File: src/rtl/alu_pkg.sv
// alu_pkg: shared ALU definitions (operation encoding, data width, op-legality helper).
package alu_pkg;

  localparam int         DATA_W     = 32;
  localparam logic [3:0] ALU_OP_MAX = 4'd9;

  typedef enum logic [3:0] {
    ALU_ADD  = 4'd0,
    ALU_SUB  = 4'd1,
    ALU_AND  = 4'd2,
    ALU_OR   = 4'd3,
    ALU_XOR  = 4'd4,
    ALU_SLL  = 4'd5,
    ALU_SRL  = 4'd6,
    ALU_SRA  = 4'd7,
    ALU_SLT  = 4'd8,
    ALU_SLTU = 4'd9
  } alu_op_e;

  // An op code above the last defined operation is illegal; the ALU returns zero for it.
  function automatic logic is_illegal_op(input logic [3:0] op);
    return (op > ALU_OP_MAX);
  endfunction

endpackage

File: src/rtl/ALU.sv
// ALU: existing combinational 32-bit ALU. Undefined op codes produce a zero result.
module ALU
  import alu_pkg::*;
(
  input  logic [3:0]        ALUOp,
  input  logic [DATA_W-1:0] A,
  input  logic [DATA_W-1:0] B,
  output logic [DATA_W-1:0] Result,
  output logic              Zero
);

  // Operation decode; shift amounts use the low five bits of B.
  always_comb begin
    Result = {DATA_W{1'b0}};
    case (ALUOp)
      ALU_ADD:  Result = A + B;
      ALU_SUB:  Result = A - B;
      ALU_AND:  Result = A & B;
      ALU_OR:   Result = A | B;
      ALU_XOR:  Result = A ^ B;
      ALU_SLL:  Result = A << B[4:0];
      ALU_SRL:  Result = A >> B[4:0];
      ALU_SRA:  Result = $signed(A) >>> B[4:0];
      ALU_SLT:  Result = {{(DATA_W-1){1'b0}}, ($signed(A) < $signed(B))};
      ALU_SLTU: Result = {{(DATA_W-1){1'b0}}, (A < B)};
      default:  Result = {DATA_W{1'b0}};
    endcase
  end

  // Zero flag follows the result.
  always_comb begin
    Zero = (Result == {DATA_W{1'b0}});
  end

endmodule

File: src/rtl/rr_pick.sv
// rr_pick: combinational round-robin picker. Scans req starting at ptr, wrapping
// modulo N, and returns the first requester found as a one-hot grant plus its index.
module rr_pick #(
  parameter int N     = 4,
  parameter int IDX_W = 2
) (
  input  logic [N-1:0]     req,
  input  logic [IDX_W-1:0] ptr,
  output logic [N-1:0]     grant,
  output logic [IDX_W-1:0] grant_idx,
  output logic             grant_vld
);

  // One extra bit so ptr + k cannot overflow before the wrap subtraction.
  localparam int SW = IDX_W + 1;

  logic [SW-1:0]    sum_s;
  logic [IDX_W-1:0] idx_s;

  // Priority scan ptr, ptr+1, ... mod N; the first asserted request wins.
  always_comb begin
    grant     = {N{1'b0}};
    grant_idx = {IDX_W{1'b0}};
    grant_vld = 1'b0;
    sum_s     = {SW{1'b0}};
    idx_s     = {IDX_W{1'b0}};
    for (int k = 0; k < N; k++) begin
      sum_s = {1'b0, ptr} + SW'(k);
      if (sum_s >= SW'(N)) begin
        sum_s = sum_s - SW'(N);
      end else begin
        sum_s = sum_s;
      end
      idx_s = sum_s[IDX_W-1:0];
      if (!grant_vld && req[idx_s]) begin
        grant[idx_s] = 1'b1;
        grant_idx    = idx_s;
        grant_vld    = 1'b1;
      end else begin
        grant_vld = grant_vld;
      end
    end
  end

endmodule

File: src/rtl/alu_arbiter.sv
// alu_arbiter: shares one ALU among NUM_REQ requesters with round-robin arbitration.
// A single response register holds {id, result, zero, err}; it can drain and reload
// on the same edge, giving one op per cycle with one cycle of latency.
module alu_arbiter
  import alu_pkg::*;
#(
  parameter int NUM_REQ = 4,
  parameter int ID_W    = $clog2(NUM_REQ)
) (
  input  logic                        clk,
  input  logic                        rst_n,
  input  logic [NUM_REQ-1:0]          req_valid,
  output logic [NUM_REQ-1:0]          req_ready,
  input  logic [NUM_REQ*DATA_W-1:0]   req_dataA,
  input  logic [NUM_REQ*DATA_W-1:0]   req_dataB,
  input  logic [NUM_REQ*4-1:0]        req_op,
  output logic                        rsp_valid,
  input  logic                        rsp_ready,
  output logic [ID_W-1:0]             rsp_id,
  output logic [DATA_W-1:0]           rsp_result,
  output logic                        rsp_zero,
  output logic                        rsp_err,
  output logic [15:0]                 busy_cnt
);

  localparam logic [15:0] CNT_MAX = 16'hFFFF;

  // Arbitration and ALU datapath
  logic                can_issue_s;
  logic [NUM_REQ-1:0]  pick_req_s;
  logic [NUM_REQ-1:0]  grant_s;
  logic [ID_W-1:0]     grant_idx_s;
  logic                grant_vld_s;
  logic [DATA_W-1:0]   alu_a_s;
  logic [DATA_W-1:0]   alu_b_s;
  logic [3:0]          alu_op_s;
  logic [DATA_W-1:0]   alu_res_s;
  logic                alu_zero_s;
  logic                op_err_s;
  logic [ID_W-1:0]     ptr_next_s;

  // Registered state
  logic                rsp_valid_q,  rsp_valid_d;
  logic [ID_W-1:0]     rsp_id_q,     rsp_id_d;
  logic [DATA_W-1:0]   rsp_result_q, rsp_result_d;
  logic                rsp_zero_q,   rsp_zero_d;
  logic                rsp_err_q,    rsp_err_d;
  logic [15:0]         busy_cnt_q,   busy_cnt_d;
  logic [ID_W-1:0]     ptr_q,        ptr_d;

  // Issue is allowed when the response slot is free or drains this cycle; never in reset.
  always_comb begin
    can_issue_s = rst_n & (~rsp_valid_q | rsp_ready);
    pick_req_s  = req_valid & {NUM_REQ{can_issue_s}};
    req_ready   = grant_s;
  end

  rr_pick #(
    .N     (NUM_REQ),
    .IDX_W (ID_W)
  ) u_rr_pick (
    .req       (pick_req_s),
    .ptr       (ptr_q),
    .grant     (grant_s),
    .grant_idx (grant_idx_s),
    .grant_vld (grant_vld_s)
  );

  // Operand/op mux selected by the granted requester's index.
  always_comb begin
    alu_a_s  = req_dataA[grant_idx_s*DATA_W +: DATA_W];
    alu_b_s  = req_dataB[grant_idx_s*DATA_W +: DATA_W];
    alu_op_s = req_op[grant_idx_s*4 +: 4];
  end

  ALU u_alu (
    .ALUOp  (alu_op_s),
    .A      (alu_a_s),
    .B      (alu_b_s),
    .Result (alu_res_s),
    .Zero   (alu_zero_s)
  );

  // Error flag comes from the op code itself, independent of what the ALU returned.
  always_comb begin
    op_err_s = is_illegal_op(alu_op_s);
  end

  // Pointer advances to the requester just after the one granted, wrapping at NUM_REQ.
  always_comb begin
    if (grant_idx_s == ID_W'(NUM_REQ - 1)) begin
      ptr_next_s = {ID_W{1'b0}};
    end else begin
      ptr_next_s = grant_idx_s + {{(ID_W-1){1'b0}}, 1'b1};
    end
  end

  // Next state: load on grant (covers drain-and-reload), clear on drain, else hold.
  always_comb begin
    rsp_valid_d  = rsp_valid_q;
    rsp_id_d     = rsp_id_q;
    rsp_result_d = rsp_result_q;
    rsp_zero_d   = rsp_zero_q;
    rsp_err_d    = rsp_err_q;
    busy_cnt_d   = busy_cnt_q;
    ptr_d        = ptr_q;
    if (grant_vld_s) begin
      rsp_valid_d  = 1'b1;
      rsp_id_d     = grant_idx_s;
      rsp_result_d = alu_res_s;
      rsp_zero_d   = alu_zero_s;
      rsp_err_d    = op_err_s;
      ptr_d        = ptr_next_s;
      if (busy_cnt_q != CNT_MAX) begin
        busy_cnt_d = busy_cnt_q + 16'd1;
      end else begin
        busy_cnt_d = busy_cnt_q;
      end
    end else if (rsp_valid_q && rsp_ready) begin
      rsp_valid_d = 1'b0;
    end else begin
      rsp_valid_d = rsp_valid_q;
    end
  end

  // All state registers, synchronous active-low reset.
  always_ff @(posedge clk) begin
    if (!rst_n) begin
      rsp_valid_q  <= 1'b0;
      rsp_id_q     <= {ID_W{1'b0}};
      rsp_result_q <= {DATA_W{1'b0}};
      rsp_zero_q   <= 1'b0;
      rsp_err_q    <= 1'b0;
      busy_cnt_q   <= 16'd0;
      ptr_q        <= {ID_W{1'b0}};
    end else begin
      rsp_valid_q  <= rsp_valid_d;
      rsp_id_q     <= rsp_id_d;
      rsp_result_q <= rsp_result_d;
      rsp_zero_q   <= rsp_zero_d;
      rsp_err_q    <= rsp_err_d;
      busy_cnt_q   <= busy_cnt_d;
      ptr_q        <= ptr_d;
    end
  end

  // Outputs straight from the registers.
  always_comb begin
    rsp_valid  = rsp_valid_q;
    rsp_id     = rsp_id_q;
    rsp_result = rsp_result_q;
    rsp_zero   = rsp_zero_q;
    rsp_err    = rsp_err_q;
    busy_cnt   = busy_cnt_q;
  end

endmodule
File: config.mk
export PLATFORM = sky130hd
export DESIGN_NAME = alu_arbiter
export DESIGN_NICKNAME = d
export VERILOG_FILES = /design/src/rtl/alu_pkg.sv /design/src/rtl/ALU.sv /design/src/rtl/rr_pick.sv /design/src/rtl/alu_arbiter.sv
export SDC_FILE = /design/constraint.sdc
export NUM_CORES = 1
export LEC_CHECK = 0
export CAP_MARGIN = 20
export CORE_MARGIN = 3
export CORE_UTILIZATION = 45
export DETAILED_ROUTE_END_ITERATION = 10
export GPL_TIMING_DRIVEN = 0
export PLACE_DENSITY = 0.74
export SLEW_MARGIN = 10
export SYNTH_ARGS = -nofsm -noshare
export SYNTH_HDL_FRONTEND = slang
export SYNTH_SLANG_ARGS = --single-unit
File: constraint.sdc
create_clock -name clk -period 11.8 [get_ports clk]
set_clock_uncertainty 0.1 [all_clocks]
set_input_delay 2.36 -clock clk [delete_from_list [all_inputs] [get_ports clk]]
set_output_delay 2.36 -clock clk [all_outputs]
set_load 0.005 [all_outputs]
Word-level counts from Yosys, hierarchy flattened
Cells that the tools add are included.
{ "classes": {"n_addsub": 11, "n_lt_le_gt_ge": 15, "eq_ne": 11, "shifts": 6, "muxes": 36, "n_bitwise": 10, "reduce_logical": 15} }
{ "op_table": {"columns": ["operator", "n"], "rows": [
  ["$pmux 32 s10", 1],
  ["$shiftx 128x8->32", 2],
  ["$lt 32x32->1", 2],
  ["$add 32x32->32", 1],
  ["$and 32x32->32", 1],
  ["$logic_not 32->1", 1],
  ["$or 32x32->32", 1],
  ["$shl 32x5->32", 1],
  ["$shr 32x5->32", 1],
  ["$sshr 32x5->32", 1],
  ["$sub 32x32->32", 1],
  ["$xor 32x32->32", 1],
  ["$mux 2", 9],
  ["$add 16x1->16 const B", 1],
  ["$eq 4x3->1 const B", 4],
  ["$mux 4", 4],
  ["$ne 16x16->1 const B", 1],
  ["$shiftx 16x5->4", 1],
  ["$mux 1", 14],
  ["$lt 2x3->1 const B", 4],
  ["$or 4x4->4", 3],
  ["$ge 3x3->1 const B", 3],
  ["$bmux 1 s2", 4],
  ["$demux 1 s2", 4],
  ["20 further kinds", 38]
]} }
{ "word_totals": {"ff_bits": 55, "input_bits": 279, "output_inout_bits": 57, "elab_cells": 111} }

Longest topological paths before layout
{ "depth": {"ltp_word": 20, "ltp_mapped": 32, "ltp_nobuf": 26} }

Modules after synthesis
Synthesis repeated with hierarchy kept, for this count alone.
{ "hier_totals": {"cells_unflattened": 1803, "hier_area_um2": 14063.5} }
{ "by_module_without_submodules": {"columns": ["mod", "instances", "cells_per_inst", "area_per_inst_um2", "seq_area_each_um2"], "rows": [
  ["ALU", 1, 1436, 9754.4, 0.0],
  ["alu_arbiter", 1, 322, 3887.5, 1101.1],
  ["rr_pick", 1, 45, 421.7, 0.0]
]} }

Least setup slack after synthesis
Ideal clock, no wire load.
{ "synth_path": {"path_kind": "input port to flip-flop", "from": "input port req_valid[0]", "to": "register rsp_zero_q (netlist: rsp_zero)", "setup_ns": 0.117, "t_arrival_ns": 8.708, "required_ns": 11.583, "path_slack_ns": 2.875, "stages": 29, "path_buffers": 7, "path_cell_list": "clkbuf_1 -> mux4_2 -> and3_1 -> buf_2 -> o21ai_4 -> mux2_2 -> buf_4 -> buf_4 -> buf_1 -> clkbuf_1 -> mux2i_1 -> nand2_1 -> and2_1 -> ha_1 -> clkbuf_1 -> nor2_1 -> a22o_1 -> a311o_1 -> a31o_2 -> a211oi_1 -> a21oi_1 -> o211a_1 -> a211oi_1 -> o21bai_1 -> a221o_1 -> o311ai_0 -> nor4b_2 -> nand3_1 -> o21ai_1"} }
{ "synth_via": {"elab_chain_cells": 17, "word_cells_on_any_way": 48, "cone_classes": "2 x add/sub; 2 x order compare; 9 x eq/ne; 6 x shift; 17 x mux; 4 x bitwise; 8 x reduce/logical"} }
{ "synth_lines": {"columns": ["element", "line_no", "source"], "rows": [
  ["start: declaration", "alu_arbiter.sv:12", "input logic [NUM_REQ-1:0] req_valid,"],
  ["$and 4x4->4 (*)", "alu_arbiter.sv:54", "pick_req_s = req_valid & {NUM_REQ{can_issue_s}};"],
  ["$bmux 1 s2", "rr_pick.sv:35", "if (!grant_vld && req[idx_s]) begin"],
  ["$mux 1 (not written as such)", "rr_pick.sv:35", null],
  ["$mux 1", "rr_pick.sv:35", null],
  ["$logic_not 1->1", "rr_pick.sv:35", null],
  ["$logic_and 1x1->1", "rr_pick.sv:35", null],
  ["$mux 1", "rr_pick.sv:35", null],
  ["$logic_not 1->1", "rr_pick.sv:35", null],
  ["$logic_and 1x1->1", "rr_pick.sv:35", null],
  ["$mux 1", "rr_pick.sv:35", null],
  ["$logic_not 1->1", "rr_pick.sv:35", null],
  ["$logic_and 1x1->1", "rr_pick.sv:35", null],
  ["$mux 2", "rr_pick.sv:35", null],
  ["$shiftx 128x8->32 (tied with other cells)", "alu_arbiter.sv:71", "alu_a_s = req_dataA[grant_idx_s*DATA_W +: DATA_W];"],
  ["$sub 32x32->32 (tied with other cells)", "ALU.sv:17", "ALU_SUB: Result = A - B;"],
  ["$pmux 32 s10", "ALU.sv:15", "case (ALUOp)"],
  ["$logic_not 32->1", "ALU.sv:32", "Zero = (Result == {DATA_W{1'b0}});"],
  ["end signal: assignment", "alu_arbiter.sv:140", "rsp_zero_q <= rsp_zero_d;"],
  ["end: declaration", "alu_arbiter.sv:46", "logic rsp_zero_q, rsp_zero_d;"]
]} }
Mark *: on every way between the ends. The rest lies on a longest branch, timed or not. The select of a mux whose other input is x is not followed.
A chain may end at the register's enable or synchronous reset.

Worst setup path after layout
{ "layout_path": {"from": "input port rst_n", "to": "register rsp_zero_q (netlist: rsp_zero)"} }
{ "layout_via": {"elab_chain_cells": 18, "word_cells_on_any_way": 49, "cone_classes": "2 x add/sub; 2 x order compare; 9 x eq/ne; 6 x shift; 17 x mux; 5 x bitwise; 8 x reduce/logical"} }
{ "layout_lines": {"columns": ["element", "line_no", "source"], "rows": [
  ["start: declaration", "alu_arbiter.sv:11", "input logic rst_n,"],
  ["$and 1x1->1", "alu_arbiter.sv:53", "can_issue_s = rst_n & (~rsp_valid_q | rsp_ready);"],
  ["$and 4x4->4", "alu_arbiter.sv:54", null],
  ["$bmux 1 s2", "rr_pick.sv:35", null],
  ["$mux 1 (not written as such)", "rr_pick.sv:35", null],
  ["$mux 1", "rr_pick.sv:35", null],
  ["$logic_not 1->1", "rr_pick.sv:35", null],
  ["$logic_and 1x1->1", "rr_pick.sv:35", null],
  ["$mux 1", "rr_pick.sv:35", null],
  ["(+2 left out)", null, null],
  ["$mux 1", "rr_pick.sv:35", null],
  ["$logic_not 1->1", "rr_pick.sv:35", null],
  ["$logic_and 1x1->1", "rr_pick.sv:35", null],
  ["$mux 2", "rr_pick.sv:35", null],
  ["$shiftx 128x8->32 (tied with other cells)", "alu_arbiter.sv:71", null],
  ["$sub 32x32->32 (tied with other cells)", "ALU.sv:17", null],
  ["$pmux 32 s10", "ALU.sv:15", null],
  ["$logic_not 32->1", "ALU.sv:32", null]
]} }
Several ways; a longest one is shown, not always the timed one. The select of a mux whose other input is x is not followed.

==> metrics.md <==
| Metric | Value |
|---|---|
| Status | `completed` |
| Vias in the first global route | `17400` |
| Largest net degree at the start of global routing | `17` |
| Critical path's top delay family | `buffers and inverters` |
| DRT Wirelength | `79100 um` |
| DRT Pass-1 Iters | `7` |
| I/O pins | `336` |
| Die Height | `180 um` |
| Fin nets | `2660` |
| H-tree levels | `2` |
| Area growth syn-to-layout | `30.0%` |
| WP data arrival | `11670 ps` |
| Max_cap viols | `0` |
| Grt ovf | `0` |
| Least-Margin Pin Slew | `1230 ps` |
| Inserted Clock Buffers | `5` |
| CP max stage delay | `790 ps` |
| Synth Register Bits | `55` |
| Via density | `6.97` |
| Clk sink count | `55` |
| Initial core utilization | `0.465` |
| # DRC | `0` |
| Initial DRC count | `2683` |
| Wirelength per Cell | `29.7 um` |
| Final worst-path cycle share | `0.983` |
| CTS tree | `yes` |
| Worst Path Class, Setup | `input port to flop` |
| RSZ-0062 raised after global routing | `false` |
| Yosys warning count | `0` |
| Fmax | `86.2 MHz` |
| Cell area power density | `136 nW/um2` |
| Initial antenna violation count | `2` |
| Final Hold Viols | `0` |
| Power, Total | `0.00239 W` |
| Die Area | `32300 um2` |
| Area of the core | `29200 um2` |
| Post-DP HPWL | `64800 um` |
| Max-slew headroom | `0.174` |
| Worst hold slack | `384 ps` |
| Hold_sp | `rsp_id[0]$_SDFFE_PN0P_` |
| Final Max Slew Viols | `0` |
| Final core utilization | `0.605` |
| Reg clk slew, reported paths | `70 ps` |
| Worst Path Required | `11870 ps` |
| IO buf count | `334` |
| Clock tree buffer depth | `2` |
| Final setup fails | `0` |
| Antenna Nets Post-Route | `0` |
| Critical Path Slowest Stage Cell | `o311ai_0` |
| Max Fanout on Critical Path | `11` |
| Register area share after synthesis | `0.0812` |
| Worst path bufs/invs | `10` |
| Dominant cells by area after synthesis | `mux2i_1 (20%), ha_1 (9.5%), dfxtp_1 (8.1%), nor2_1 (5.5%), nand2_1 (5.2%)` |
| First-pass GRT wire length | `113000 um` |
| Ys flop type | `dfxtp_1` |
| Avg Cell Area, Syn | `7.05 um2` |
| Post-synthesis cell area | `13600 um2` |
| Min cycle time layout | `11600 ps` |
| Post-CTS setup buffers | `0` |
| Die Width | `180 um` |
| Via Count | `18600` |
| Yosys top cell area share | `0.198` |
| RD Place Congestion | `1.16` |
| Cells after Synth | `1924` |
| Reg-to-reg critical path startpoint | `ptr_q[1]$_SDFFE_PN0P_` |
| Skew-Pair Late Insertion Delay | `290 ps` |
| EDFF count, synth | `0` |
| Fin area | `17600 um2` |
| Hold Path Class | `flop to flop` |
| Dominant cell type by area after synthesis | `mux2i_1` |
| Post-CTS Hold Buffers | `0` |
| Row cnt | `62` |
| CP startpoint | `rst_n` |
| Share of layout cells above drive strength 1 | `0.0479` |
| Global-route usage over all layers | `0.454` |
| Library cells used by synthesis | `83` |
| Synthesized Nets | `2308` |
| Setup tns final | `0 ps` |
| Worst VDD drop | `0.0793 mV` |
| CP startpoint kind | `input port` |
| Dpl cell area | `17400 um2` |
| CP Capture Type | `flop` |
| Asr flop ratio synth | `0` |
| Clock Tree Root | `clkbuf_16` |
| P_leak | `7.14 nW` |
## synthesized netlist by cell type, types with 12 or more instances
| cell | number |
|---|---|
| nor2_1 | 197 |
| buf_1 | 13 |
| a22oi_1 | 17 |
| dfxtp_1 | 55 |
| xor2_1 | 13 |
| a21o_1 | 13 |
| nand4_1 | 24 |
| o21bai_1 | 20 |
| clkbuf_1 | 70 |
| a2111oi_0 | 12 |
| mux2_2 | 16 |
| o211ai_1 | 43 |
| inv_1 | 98 |
| o21ai_0 | 92 |
| a221oi_1 | 15 |
| a21oi_1 | 101 |
| nand2b_1 | 14 |
| a22o_1 | 13 |
| o22ai_1 | 33 |
| a31oi_1 | 19 |
| a211oi_1 | 57 |
| mux2i_1 | 268 |
| ha_1 | 103 |
| or3_1 | 19 |
| o221ai_1 | 13 |
| and3_1 | 17 |
| xnor2_1 | 12 |
| nor4_1 | 21 |
| buf_2 | 33 |
| nand3_1 | 44 |
| and2_1 | 36 |
| nor3_1 | 57 |
| nand2_1 | 187 |
## cell usage in the layout (no fill, tap or decap), types with 17 or more instances in the layout
| cell type | count |
|---|---|
| inv_1 | 98 |
| o21ai_0 | 92 |
| a22oi_1 | 17 |
| nor4_1 | 20 |
| a211oi_1 | 57 |
| a21oi_1 | 101 |
| nand2_1 | 187 |
| nor2_1 | 197 |
| clkdlybuf4s50_1 | 334 |
| and3_1 | 17 |
| nand3_1 | 44 |
| ha_1 | 103 |
| or3_1 | 19 |
| o211ai_1 | 43 |
| nand4_1 | 24 |
| mux2i_1 | 267 |
| clkbuf_1 | 69 |
| buf_2 | 37 |
| a31oi_1 | 19 |
| dfxtp_1 | 55 |
| o21bai_1 | 20 |
| nor3_1 | 57 |
| o22ai_1 | 33 |
| and2_1 | 36 |
## final timing paths
| kind | endpoint | slack [ps] | cells after the start |
|---|---|---|---|
| setup / recovery | rsp_zero$_SDFFE_PN0P_ | 200 | 28 |
| hold / removal | rsp_id[0]$_SDFFE_PN0P_ | 380 | 2 |
| setup reg to reg | rsp_zero$_SDFFE_PN0P_ | 1960 | 29 |
| hold reg to reg | rsp_id[0]$_SDFFE_PN0P_ | 380 | 2 |
## where the power goes
| group | switching (W) | total (W) | internal [W] |
|---|---|---|---|
| logic | 0.00133 | 0.00201 | 0.000681 |
| registers | 0.0000124 | 0.000215 | 0.000203 |
| clock network | 0.0000665 | 0.000166 | 0.0000990 |
## state kept, by name, summed over array words and instances (netlist names)
signal,count
busy_cnt,16
ptr_q,2
rsp_err,1
rsp_id,2
rsp_result,32
rsp_valid,1
rsp_zero,1
## cells by family (layout without fill, tap and decap cells)
logic type | count (synthesis) | count (layout) | synth area share
xor gates and xnor gates | 25 | 25 | 0.0161
other | 0 | 1 | 0
adders and majority gates | 105 | 105 | 0.0980
AOI/OAI and AO/OA | 560 | 560 | 0.286
buffers and inverters | 234 | 586 | 0.0727
and+or+nand+nor | 653 | 653 | 0.224
muxes | 292 | 292 | 0.222
DFF | 55 | 55 | 0.0812
## layout make-up
cell class                      count  area [um2]
Sequential cell                    55        1100
Inverter                          104         393
Clock buffer                        5         125
Clock inverter                      2        37.5
Fill cell                        2580       11500
Timing Repair Buffer              345        3420
Antenna cell                        1        2.50
Buffer                            130         594
Tap cell                          384         480
Multi-Input combinational cell   1635       11500
## layer usage
layer  GRT usage  share of wire
met2       0.698           0.42
met4       0.264          0.077
met5           0        0.00034
met1       0.559           0.37
met3       0.143           0.13
## worst reg2reg max path, delay by kind of cell (launching register included)
family | cells | cell delay, ps
adder cells (fa/ha/maj) | 2 | 790
AO/OA/AOI/OAI | 14 | 4180
multiplexers | 2 | 380
buffers and inverters | 9 | 3400
AND/OR/NAND/NOR | 2 | 250
flip-flops | 1 | 610
## stage by stage
stage	setup slack (ps)	instances
global route	171	2660
finish	198	2661
floorplan	2870	1924
CTS	357	2653
detailed placement	116	2646
global placement	-70.3	2642
## repair_timing
item / in CTS / in global routing
resized for setup: 0 / 2
hold endpoints to repair: 0 / 0
setup endpoints to repair: 0 / 2
(Power assumes the default switching activity.)
